[src/rtl/seg7_scan_display.sv]
// Time-multiplexed common-anode 7-segment driver: scans NUM_DIGITS hex digits with
// per-digit dp/blank, leading-zero suppression and frame-aligned (tear-free) updates.
module seg7_scan_display #(
    parameter int NUM_DIGITS  = 4,
    parameter int REFRESH_DIV = 50000,
    parameter bit ACTIVE_LOW  = 1'b1
) (
    input  logic                    clk,
    input  logic                    rst_n,
    input  logic                    en,
    input  logic [4*NUM_DIGITS-1:0] value,
    input  logic [NUM_DIGITS-1:0]   dp_in,
    input  logic [NUM_DIGITS-1:0]   blank,
    input  logic                    lz_en,
    input  logic                    load,
    output logic [6:0]              seg,
    output logic                    dp,
    output logic [NUM_DIGITS-1:0]   an,
    output logic                    frame_start
);

    localparam int IDX_W = (NUM_DIGITS > 1) ? $clog2(NUM_DIGITS) : 1;
    localparam int PRE_W = $clog2(REFRESH_DIV);

    localparam logic [PRE_W-1:0]      PRE_LAST = PRE_W'(REFRESH_DIV - 1);
    localparam logic [IDX_W-1:0]      IDX_LAST = IDX_W'(NUM_DIGITS - 1);
    localparam logic [6:0]            SEG_OFF  = {7{ACTIVE_LOW}};
    localparam logic [NUM_DIGITS-1:0] AN_OFF   = {NUM_DIGITS{ACTIVE_LOW}};

    typedef struct packed {
        logic [4*NUM_DIGITS-1:0] val;
        logic [NUM_DIGITS-1:0]   dpt;
        logic [NUM_DIGITS-1:0]   blk;
    } snap_t;

    logic [PRE_W-1:0] pre;
    logic [IDX_W-1:0] idx;
    snap_t            pending;
    snap_t            active;
    snap_t            incoming;

    logic                  tick;
    logic                  wrap;
    logic [3:0]            nib;
    logic                  cur_dp;
    logic                  cur_blank;
    logic                  suppress;
    logic                  zero_run;
    logic                  dark;
    logic [6:0]            seg_on;
    logic                  dp_on;
    logic [NUM_DIGITS-1:0] an_on;

    function automatic logic [6:0] decode(input logic [3:0] d);
        case (d)
            4'h0: decode = 7'h3F;
            4'h1: decode = 7'h06;
            4'h2: decode = 7'h5B;
            4'h3: decode = 7'h4F;
            4'h4: decode = 7'h66;
            4'h5: decode = 7'h6D;
            4'h6: decode = 7'h7D;
            4'h7: decode = 7'h07;
            4'h8: decode = 7'h7F;
            4'h9: decode = 7'h6F;
            4'hA: decode = 7'h77;
            4'hB: decode = 7'h7C;
            4'hC: decode = 7'h39;
            4'hD: decode = 7'h5E;
            4'hE: decode = 7'h79;
            default: decode = 7'h71;
        endcase
    endfunction

    assign incoming = '{val: value, dpt: dp_in, blk: blank};
    assign tick     = (pre == PRE_LAST);
    assign wrap     = tick && (idx == IDX_LAST);

    // Walk from the most significant digit down so zero_run tells whether every
    // nibble from the selected digit upward is zero.
    always_comb begin
        // NOTE: every always_comb output gets a default first so no path can infer a latch.
        nib       = 4'h0;
        cur_dp    = 1'b0;
        cur_blank = 1'b0;
        suppress  = 1'b0;
        zero_run  = 1'b1;
        for (int i = NUM_DIGITS - 1; i >= 0; i--) begin
            zero_run = zero_run && (active.val[4*i +: 4] == 4'h0);
            if (idx == IDX_W'(i)) begin
                nib       = active.val[4*i +: 4];
                cur_dp    = active.dpt[i];
                cur_blank = active.blk[i];
                suppress  = lz_en && (i != 0) && zero_run;
            end
        end
    end

    assign dark   = cur_blank || suppress;
    assign seg_on = dark ? 7'h00 : decode(nib);
    assign dp_on  = cur_dp && !dark;
    assign an_on  = NUM_DIGITS'(1) << idx;

    always_ff @(posedge clk or negedge rst_n) begin
        // NOTE: the snapshot registers are reset too, so a frame shown right after
        // reset is a defined all-zero value rather than power-up garbage.
        if (!rst_n) begin
            pre         <= '0;
            idx         <= '0;
            pending     <= '0;
            active      <= '0;
            seg         <= SEG_OFF;
            dp          <= ACTIVE_LOW;
            an          <= AN_OFF;
            frame_start <= 1'b0;
        end else begin
            // NOTE: non-blocking assignments let active take the pre-load pending
            // value when load and the wrap tick coincide.
            if (load) begin
                pending <= incoming;
            end
            if (!en) begin
                pre         <= '0;
                idx         <= '0;
                active      <= pending;
                seg         <= SEG_OFF;
                dp          <= ACTIVE_LOW;
                an          <= AN_OFF;
                frame_start <= 1'b0;
            end else begin
                pre <= tick ? '0 : pre + 1'b1;
                if (tick) begin
                    idx <= (idx == IDX_LAST) ? '0 : idx + 1'b1;
                end
                if (wrap) begin
                    active <= pending;
                end
                seg         <= seg_on ^ SEG_OFF;
                dp          <= dp_on ^ ACTIVE_LOW;
                an          <= an_on ^ AN_OFF;
                frame_start <= (idx == '0) && (pre == '0);
            end
        end
    end

endmodule

[config.mk]
export PLATFORM = sky130hd
export DESIGN_NAME = seg7_scan_display
export DESIGN_NICKNAME = d
export VERILOG_FILES = /design/src/rtl/seg7_scan_display.sv
export SDC_FILE = /design/constraint.sdc
export NUM_CORES = 1
export LEC_CHECK = 0
export CAP_MARGIN = 20
export CORE_UTILIZATION = 49
export DETAILED_ROUTE_END_ITERATION = 8
export PLACE_DENSITY = 0.71
export REMOVE_ABC_BUFFERS = 1
export SYNTH_ARGS = -nofsm -noshare
export SYNTH_HDL_FRONTEND = slang
export SYNTH_SLANG_ARGS = --single-unit
export TNS_END_PERCENT = 100
[constraint.sdc]
create_clock -name clk -period 6.1 [get_ports clk]
set_clock_uncertainty 0.15 [all_clocks]
set_input_delay 0.915 -clock clk [delete_from_list [all_inputs] [get_ports clk]]
set_output_delay 0.915 -clock clk [all_outputs]
set_load 0.005 [all_outputs]
==> results of run 1 <==
critical path, cell delays in order (launching register included):
cell     delay, ns
dfrtp_1       0.41
ha_1          0.22
nand3_1       0.18
nor4_4        0.43
a21bo_1       0.44
buf_4         0.38
mux2_2        0.38
kinds of logic after synthesis:
logic type               Yosys count
XOR/XNOR                          15
buffers and inverters             28
adder cells (fa/ha/maj)           12
AND/OR/NAND/NOR                   92
multiplexers                      52
flip-flops                        79
AO/OA/AOI/OAI                     31
per-layer routing:
layer | routed length (um) | vias up
met5 | 0 | -
met4 | 130 | 0
met3 | 185 | 12
met2 | 3050 | 47
met1 | 3100 | 1181
li1 | - | 1154
worst paths after layout:
kind                             start     endpoint  slack (ns)  depth (start not counted)
min in group asynchronous        rst_n  frame_start        0.57                          1
max                             pre[0]    active[4]        3.39                          6
min                        pending[17]   active[17]        0.36                          1
max reg2reg                     pre[0]    active[4]        3.39                          6
min reg2reg                pending[17]   active[17]        0.36                          1
max in group asynchronous        rst_n  pending[15]        4.61                          1
power groups by stage:
stage	clock network, uW	logic, uW	registers [uW]
detailed placement	0	174	620
global route	429	191	616
finish	394	173	609
global placement	0	169	618
CTS	407	175	610
floorplan	0	109	609
flip-flops by register name, indices dropped and copies added (netlist names):
name,count
an,4
frame_start,1
seg,7
pending,24
active,24
dp,1
pre,16
idx,2
layout make-up:
cell class | count | area [um2]
fill | 612 | 2930
sequential | 79 | 1990
multi-input combinational | 202 | 1650
timing repair buffer | 42 | 415
clock buffer | 11 | 151
tap | 99 | 124
clock inverter | 5 | 56.3
inverter | 14 | 52.6
through the flow:
step           instance area [um2]  hold WS [ns]  total power, uW  cells  utilization (%)
2_1_floorplan                 3690         0.323              718    295                -
3_3_place_gp                  4230         0.340              787    436             57.4
3_5_place_dp                  4230         0.343              794    436             57.4
4_1_cts                       4440         0.360             1190    452             60.3
5_1_grt                       4440         0.374             1240    452             60.3
6_report                      4440         0.356             1180    452             60.3
cell usage in the layout (no fill, tap or decap), types with 7 or more instances in the layout:
master,n
nor2_1,24
xor2_1,7
dfstp_2,12
xnor2_1,8
mux2_2,29
clkbuf_8,11
clkdlybuf4s50_1,40
nor3_1,7
nand3_1,12
inv_1,14
dfrtp_1,67
ha_1,12
nand2_1,21
mux2_4,20
==> results.txt, run 1 <==
----------------------------------------------------
[Status]
  Result of the run ... completed

[Clock tree]
  TritonCTS clock tree ... yes
  Clock transition at the registers of the reported paths ... about 0.080 ns
  Post-cts hold buffer count ... 0
  Clock Tree Buf Depth ... 2
  Number of buffers added for setup after CTS ... 0
  Clk sink count ... 79
  Total CTS buffers ... 9
  Clock root buffer ... clkbuf_8
  Clk_lat worst skew ... around 0.35 ns
  # resized after CTS ... 0
  Number of H-tree levels ... 3

[Cells and area]
  Final net count ... ~400
  Number of antenna repair diodes ... 0
  Ratio of cells with drive above 1 in the final layout ... 23.5%
  Area growth from synthesis to layout ... 17.1%

[Yosys]
  Mux share of post-synthesis cell area ... between 10% and 20%
  Post-synth top area share ... about 44%
  Commonest cells post-synth ... 67 x dfrtp_1, 29 x mux2_2, 24 x nor2_1, 21 x nand2_1, 20 x mux2_4
  Number of register bits inferred by synthesis ... 79
  Largest cells by area after synthesis ... dfrtp_1 44%, mux2_2 8.6%, dfstp_2 8.3%
  Largest family of logic cells by synthesized area ... multiplexers
  Main flop type after synthesis ... dfrtp_1
  Share of flip-flops with an asynchronous set or reset ... 100%
  Share of synthesized cell area in full adder, half adder and majority cells ... about 4.0%
  Proportion of synthesized chip area in sequential cells ... 52.5%
  Number of flops mapped to enable cells by yosys ... 0
  Fraction of the mapped netlist area in simple logic gates ... 12.2%
  Yosys cell types ... 48
  Syn avg cell area ... about 12 um2
  Area share of xor/xnor cells in the synthesized design ... 3.46%
  Yosys Warn Count ... 0
  Most numerous cell in the Yosys netlist ... dfrtp_1
  Post-synthesis cell area ... between 0.003 and 0.004 mm2
  Yosys top cell by area ... dfrtp_1
  Compound-Gate Fraction of Synth Area ... under 10%
  Gate count of the mapped netlist ... approximately 310

[STA]
  Final cycle utilization of the critical path ... between 40 and 50%
  Relative slew margins ... a little under a third
  Setup TNS after final layout ... 0 ns
  Total of endpoints with negative setup slack in the final report ... 0
  Number of hold violations in the final report ... 0
  Post-route minimum period ... between 2 and 3 ns
  Transition at the pin with the smallest max-transition slack ... between 1 and 1.5 ns
  Unrepaired setup endpoints after global routing ... false
  Maximum clock rate ... approximately 370 MHz
  Setup ws final ... between 3 and 4 ns
  Final Slew Violations ... 0

[GRT]
  Global Route met1 Usage ... approximately 23%
  Global Route Usage Sum ... between 15 and 20%
  Most Crowded Layer GR ... met2
  Initial antenna violation count ... 0
  Via count of the first global-routing pass ... 2416
  Met3 routing resource usage after global routing ... under 10%
  Met2 track utilization from global routing ... a little over a quarter
  Wire length of the first global-routing pass ... around 11000 um
  Gr ovfl total ... 0
  Pin count of the biggest net entering global routing ... 80

[Detailed routing]
  Average wire per standard cell ... about 14 um
  DRT Pass-1 Iters ... 4
  Post-route DRC ... 0
  DRT antenna net count ... 0
  DR vias ... 2394
  Aggregate routed wire length ... ~6500 um
  Vias per Instance ... 5.30
  Number of DRC violations after detailed-routing iteration 0 ... about 90

[Setup path]
  Arrival @ worst endpoint ... ~2.8 ns
  Worst Path Class, Setup ... reg -> reg
  Required time of the critical path ... between 6 and 7 ns
  Startpoint Class ... flop
  Critical path peak fanout ... 17
  Worst setup EP type ... flop

[Place]
  Routability Congestion ... 0.789
  Placement Setup Slack ... 3.01 ns
  Number of port buffers ... 41
  Final HPWL DP ... 4550 um

[Floorplan]
  # IOs ... 42
  Chip width ... 90.0 um
  Initial Util ... around half
  Placeable core region ... between 0.007 and 0.008 mm2
  Die Area ... about 0.0081 mm2
  Number of rows created at floorplan ... 31
  Die extent in y ... about 90 um

[Power and ir drop]
  Internal Dissipation ... between 800 and 900 uW
  Largest voltage drop on the vdd net ... around 0.00016 V
  Sw power ... between 200 and 300 uW
  Power density over cell area ... roughly 260 mW/mm2
  Proportion of total power due to net switching ... approximately a quarter
  Static Leakage ... 0.00191 uW
  Clock power frac ... between 30% and 40%
  Relative contribution of sequential cells to total power ... 51.8%
  Share of power burned in combinational logic ... between 10% and 20%

[Worst hold path]
  Hold/Removal Path Class ... reg -> reg

[Job]
  Max-cap violations ... 0

----------------------------------------------------
Note: power is estimated with default switching activity, not from simulation.
==> run 2: changes to the inputs <==
--- a/config.mk
+++ b/config.mk
@@ -8,7 +8,7 @@
 export CAP_MARGIN = 20
 export CORE_UTILIZATION = 49
 export DETAILED_ROUTE_END_ITERATION = 8
-export PLACE_DENSITY = 0.71
+export PLACE_DENSITY = 0.74
 export REMOVE_ABC_BUFFERS = 1
 export SYNTH_ARGS = -nofsm -noshare
 export SYNTH_HDL_FRONTEND = slang
==> constraint.sdc (replaced) <==
create_clock -name clk -period 2.3 [get_ports clk]
set_clock_uncertainty 0.15 [all_clocks]
set_input_delay 0.345 -clock clk [delete_from_list [all_inputs] [get_ports clk]]
set_output_delay 0.345 -clock clk [all_outputs]
set_load 0.005 [all_outputs]
==> run 2 against run 1 <==
  * Critical path depth up 3
  * Combinational power rose to 2.9 times the previous value
  * Hold slack got worse by 0.0075 ns
  * Global-route usage up 0.66 points
  * Critical endpoint is now seg[6]
  * Largest cell class unchanged
  * Largest power group unchanged
==> results.txt, run 2 (same netlist as run 1, synthesis figures left out) <==
----------------------------------------------------
[Clock tree]
  Clock Tree Buf Depth ... 2 (unchanged)
  Clk_lat worst skew ... 0.37 ns (+0.02 ns)
  Clock transition at the registers of the reported paths ... 0.09 ns (about the same)
  Clock root buffer ... clkbuf_8
  Clk sink count ... 79 (unchanged)
  TritonCTS clock tree ... yes
  Number of H-tree levels ... 3 (unchanged)
  Total CTS buffers ... 9 (unchanged)

[Job]
  Max-cap violations ... 0 (unchanged)

[Setup path]
  Logic depth of the worst register-to-register path ... 9 (+3)
  Timing startpoint of the critical path ... idx[1]
  Worst setup EP type ... flop
  Capture point of the critical path ... seg[6]
  Startpoint Class ... flop
  Required time of the critical path ... 2.43 ns (-3.75 ns)
  Arrival @ worst endpoint ... 2.33 ns (-0.46 ns)
  Worst flop-to-flop path endpoint ... seg[6]
  Worst Path Class, Setup ... reg -> reg
  R2R Path Start ... idx[1]
  Critical path peak fanout ... 6 (-11)
  Flop-to-flop setup slack ... 0.10 ns (-3.29 ns)

[Cells and area]
  Area growth from synthesis to layout ... 24.5%
  Ratio of cells with drive above 1 in the final layout ... 31.9% (+8.4 points)
  Highest-count cells in the layout ignoring fill and taps ... 65 x dfrtp_1, 40 x clkdlybuf4s50_1, 29 x mux2_2
  Leading cell type in the layout, fill and taps excluded ... dfrtp_1
  Final net count ... 409 (+5.1%)
  Number of antenna repair diodes ... 0 (unchanged)
  Final Cell Area ... 0.00472 mm2 (+6.3%)
  Top flop regs ... active: 24 flops, pending: 24 flops, pre: 16 flops

[Power and ir drop]
  Proportion of total power due to net switching ... 26.3% (+2.0 points)
  Power density over cell area ... 678 mW/mm2 (+160%)
  Static Leakage ... 0.00202 uW (+5.8%)
  Share of power burned in combinational logic ... 15.6% (+0.9 points)
  Clock power frac ... 33.8% (+0.3 points)
  Largest voltage drop on the vdd net ... 0.000504 V (+220%)
  Relative contribution of sequential cells to total power ... 50.6% (-1.2 points)
  Internal Dissipation ... 2360 uW (+160%)
  Sw power ... 841 uW (+190%)

[Detailed routing]
  DR vias ... 2468 (+3.1%)
  Average wire per standard cell ... 14.4 um (+0.73%)
  DRT Pass-1 Iters ... 5 (+1)
  Post-route DRC ... 0 (unchanged)
  Vias per Instance ... 5.23 (-1.3%)
  DRT antenna net count ... 0 (unchanged)
  Number of DRC violations after detailed-routing iteration 0 ... 74 (-17%)
  Aggregate routed wire length ... 6800 um (+5.2%)

[Floorplan]
  Placeable core region ... 0.00737 mm2 (unchanged)
  Die extent in y ... 90.0 um (unchanged)
  # IOs ... 42 (unchanged)
  Die Area ... 0.00810 mm2 (unchanged)
  Chip width ... 90.0 um (unchanged)
  Initial Util ... 51.5% (unchanged)
  Number of rows created at floorplan ... 31 (unchanged)

[GRT]
  Via count of the first global-routing pass ... 2480 (+2.6%)
  Initial antenna violation count ... 0 (unchanged)
  Gr ovfl total ... 0 (unchanged)
  Pin count of the biggest net entering global routing ... 42 (-48%)
  Global Route Usage Sum ... 18.1% (+0.66 points)
  Wire length of the first global-routing pass ... 11500 um (+2.8%)

[Place]
  Final HPWL DP ... 4810 um (+5.7%)
  Routability Congestion ... 0.873 (+11%)
  Placed inst area ... 0.00436 mm2 (+3.1%)
  Number of port buffers ... 41 (unchanged)

[Status]
  Result of the run ... completed

[STA]
  Number of hold violations in the final report ... 0 (unchanged)
  Final Slew Violations ... 0 (unchanged)
  Post-route minimum period ... 2.20 ns (-0.515 ns)
  Final cycle utilization of the critical path ... 95.5% (+51 points)
  Unrepaired setup endpoints after global routing ... true
  Transition at the pin with the smallest max-transition slack ... 0.516 ns (-0.529 ns)
  Relative slew margins ... 65.6% (+35 points)
  Setup TNS after final layout ... 0 ns (unchanged)
  Total of endpoints with negative setup slack in the final report ... 0 (unchanged)
  Maximum clock rate ... 455 MHz (+23%)

[Worst hold path]
  Hold/Removal Path Class ... in -> async

----------------------------------------------------
## run 2: cell type report
| class | count | area [um2] |
|---|---|---|
| clock buffer | 9 | 124 |
| tap | 99 | 124 |
| fill | 568 | 2650 |
| clock inverter | 7 | 86.3 |
| inverter | 14 | 55.1 |
| timing repair buffer | 62 | 591 |
| multi-input combinational | 202 | 1750 |
| sequential | 79 | 1990 |
## run 2: worst min path at each step
stage                      from          end  slack (ns)  cells past startpoint
finish                    rst_n  pending[15]        0.35                      2
global route        pending[22]   active[22]        0.37                      1
CTS                       rst_n   active[11]        0.36                      2
detailed placement        rst_n   active[11]        0.21                      1
global placement          rst_n   active[10]        0.21                      1
floorplan                 rst_n    active[0]       -0.10                      0
## run 2: layer usage
| metal | up-vias | wire length, um | GRT usage (%) |
|---|---|---|---|
| met1 | 1219 | 3170 | 23.0 |
| met4 | 0 | 87 | 5.65 |
| li1 | 1198 | - | - |
| met2 | 43 | 3300 | 29.6 |
| met5 | - | 0 | 0 |
| met3 | 8 | 238 | 5.67 |
## run 2: stage by stage
step	hold WS (ns)	cells	setup WS (ns)	total power [uW]	util [%]
global route	0.373	472	-0.0316	3350	64.1
floorplan	-0.101	295	-0.292	1900	-
CTS	0.359	467	0.0139	3220	62.3
detailed placement	0.210	450	-0.0639	2130	59.2
global placement	0.208	450	0.0167	2110	59.2
finish	0.348	472	0.103	3200	64.1
## run 2: what timing repair did
action / in CTS / in global routing
endpoints found under the hold margin: 28 / 0
hold buffers: 1 / 0
buffers inserted: 0 / 5
setup endpoints to repair: 5 / 7
resized for setup: 6 / 21
pin swaps: 1 / 5
## run 2: power groups by stage
| stage | Clock (uW) | Sequential (uW) | Combinational, uW |
|---|---|---|---|
| final | 1080 | 1620 | 499 |
| after global routing | 1170 | 1640 | 547 |
| after CTS | 1110 | 1620 | 491 |
| after detailed placement | 0 | 1650 | 486 |
| after global placement | 0 | 1640 | 471 |
| after floorplan | 0 | 1620 | 288 |
## run 2: worst max-delay path, stage by stage, from the launching register on
cell and delay [ns]:
dfrtp_2 0.45, inv_2 0.09, ha_4 0.19, buf_4 0.16, a221oi_4 0.29, buf_4 0.16, ha_2 0.19, nand3_1 0.09
a21boi_1 0.15, o211ai_1 0.19
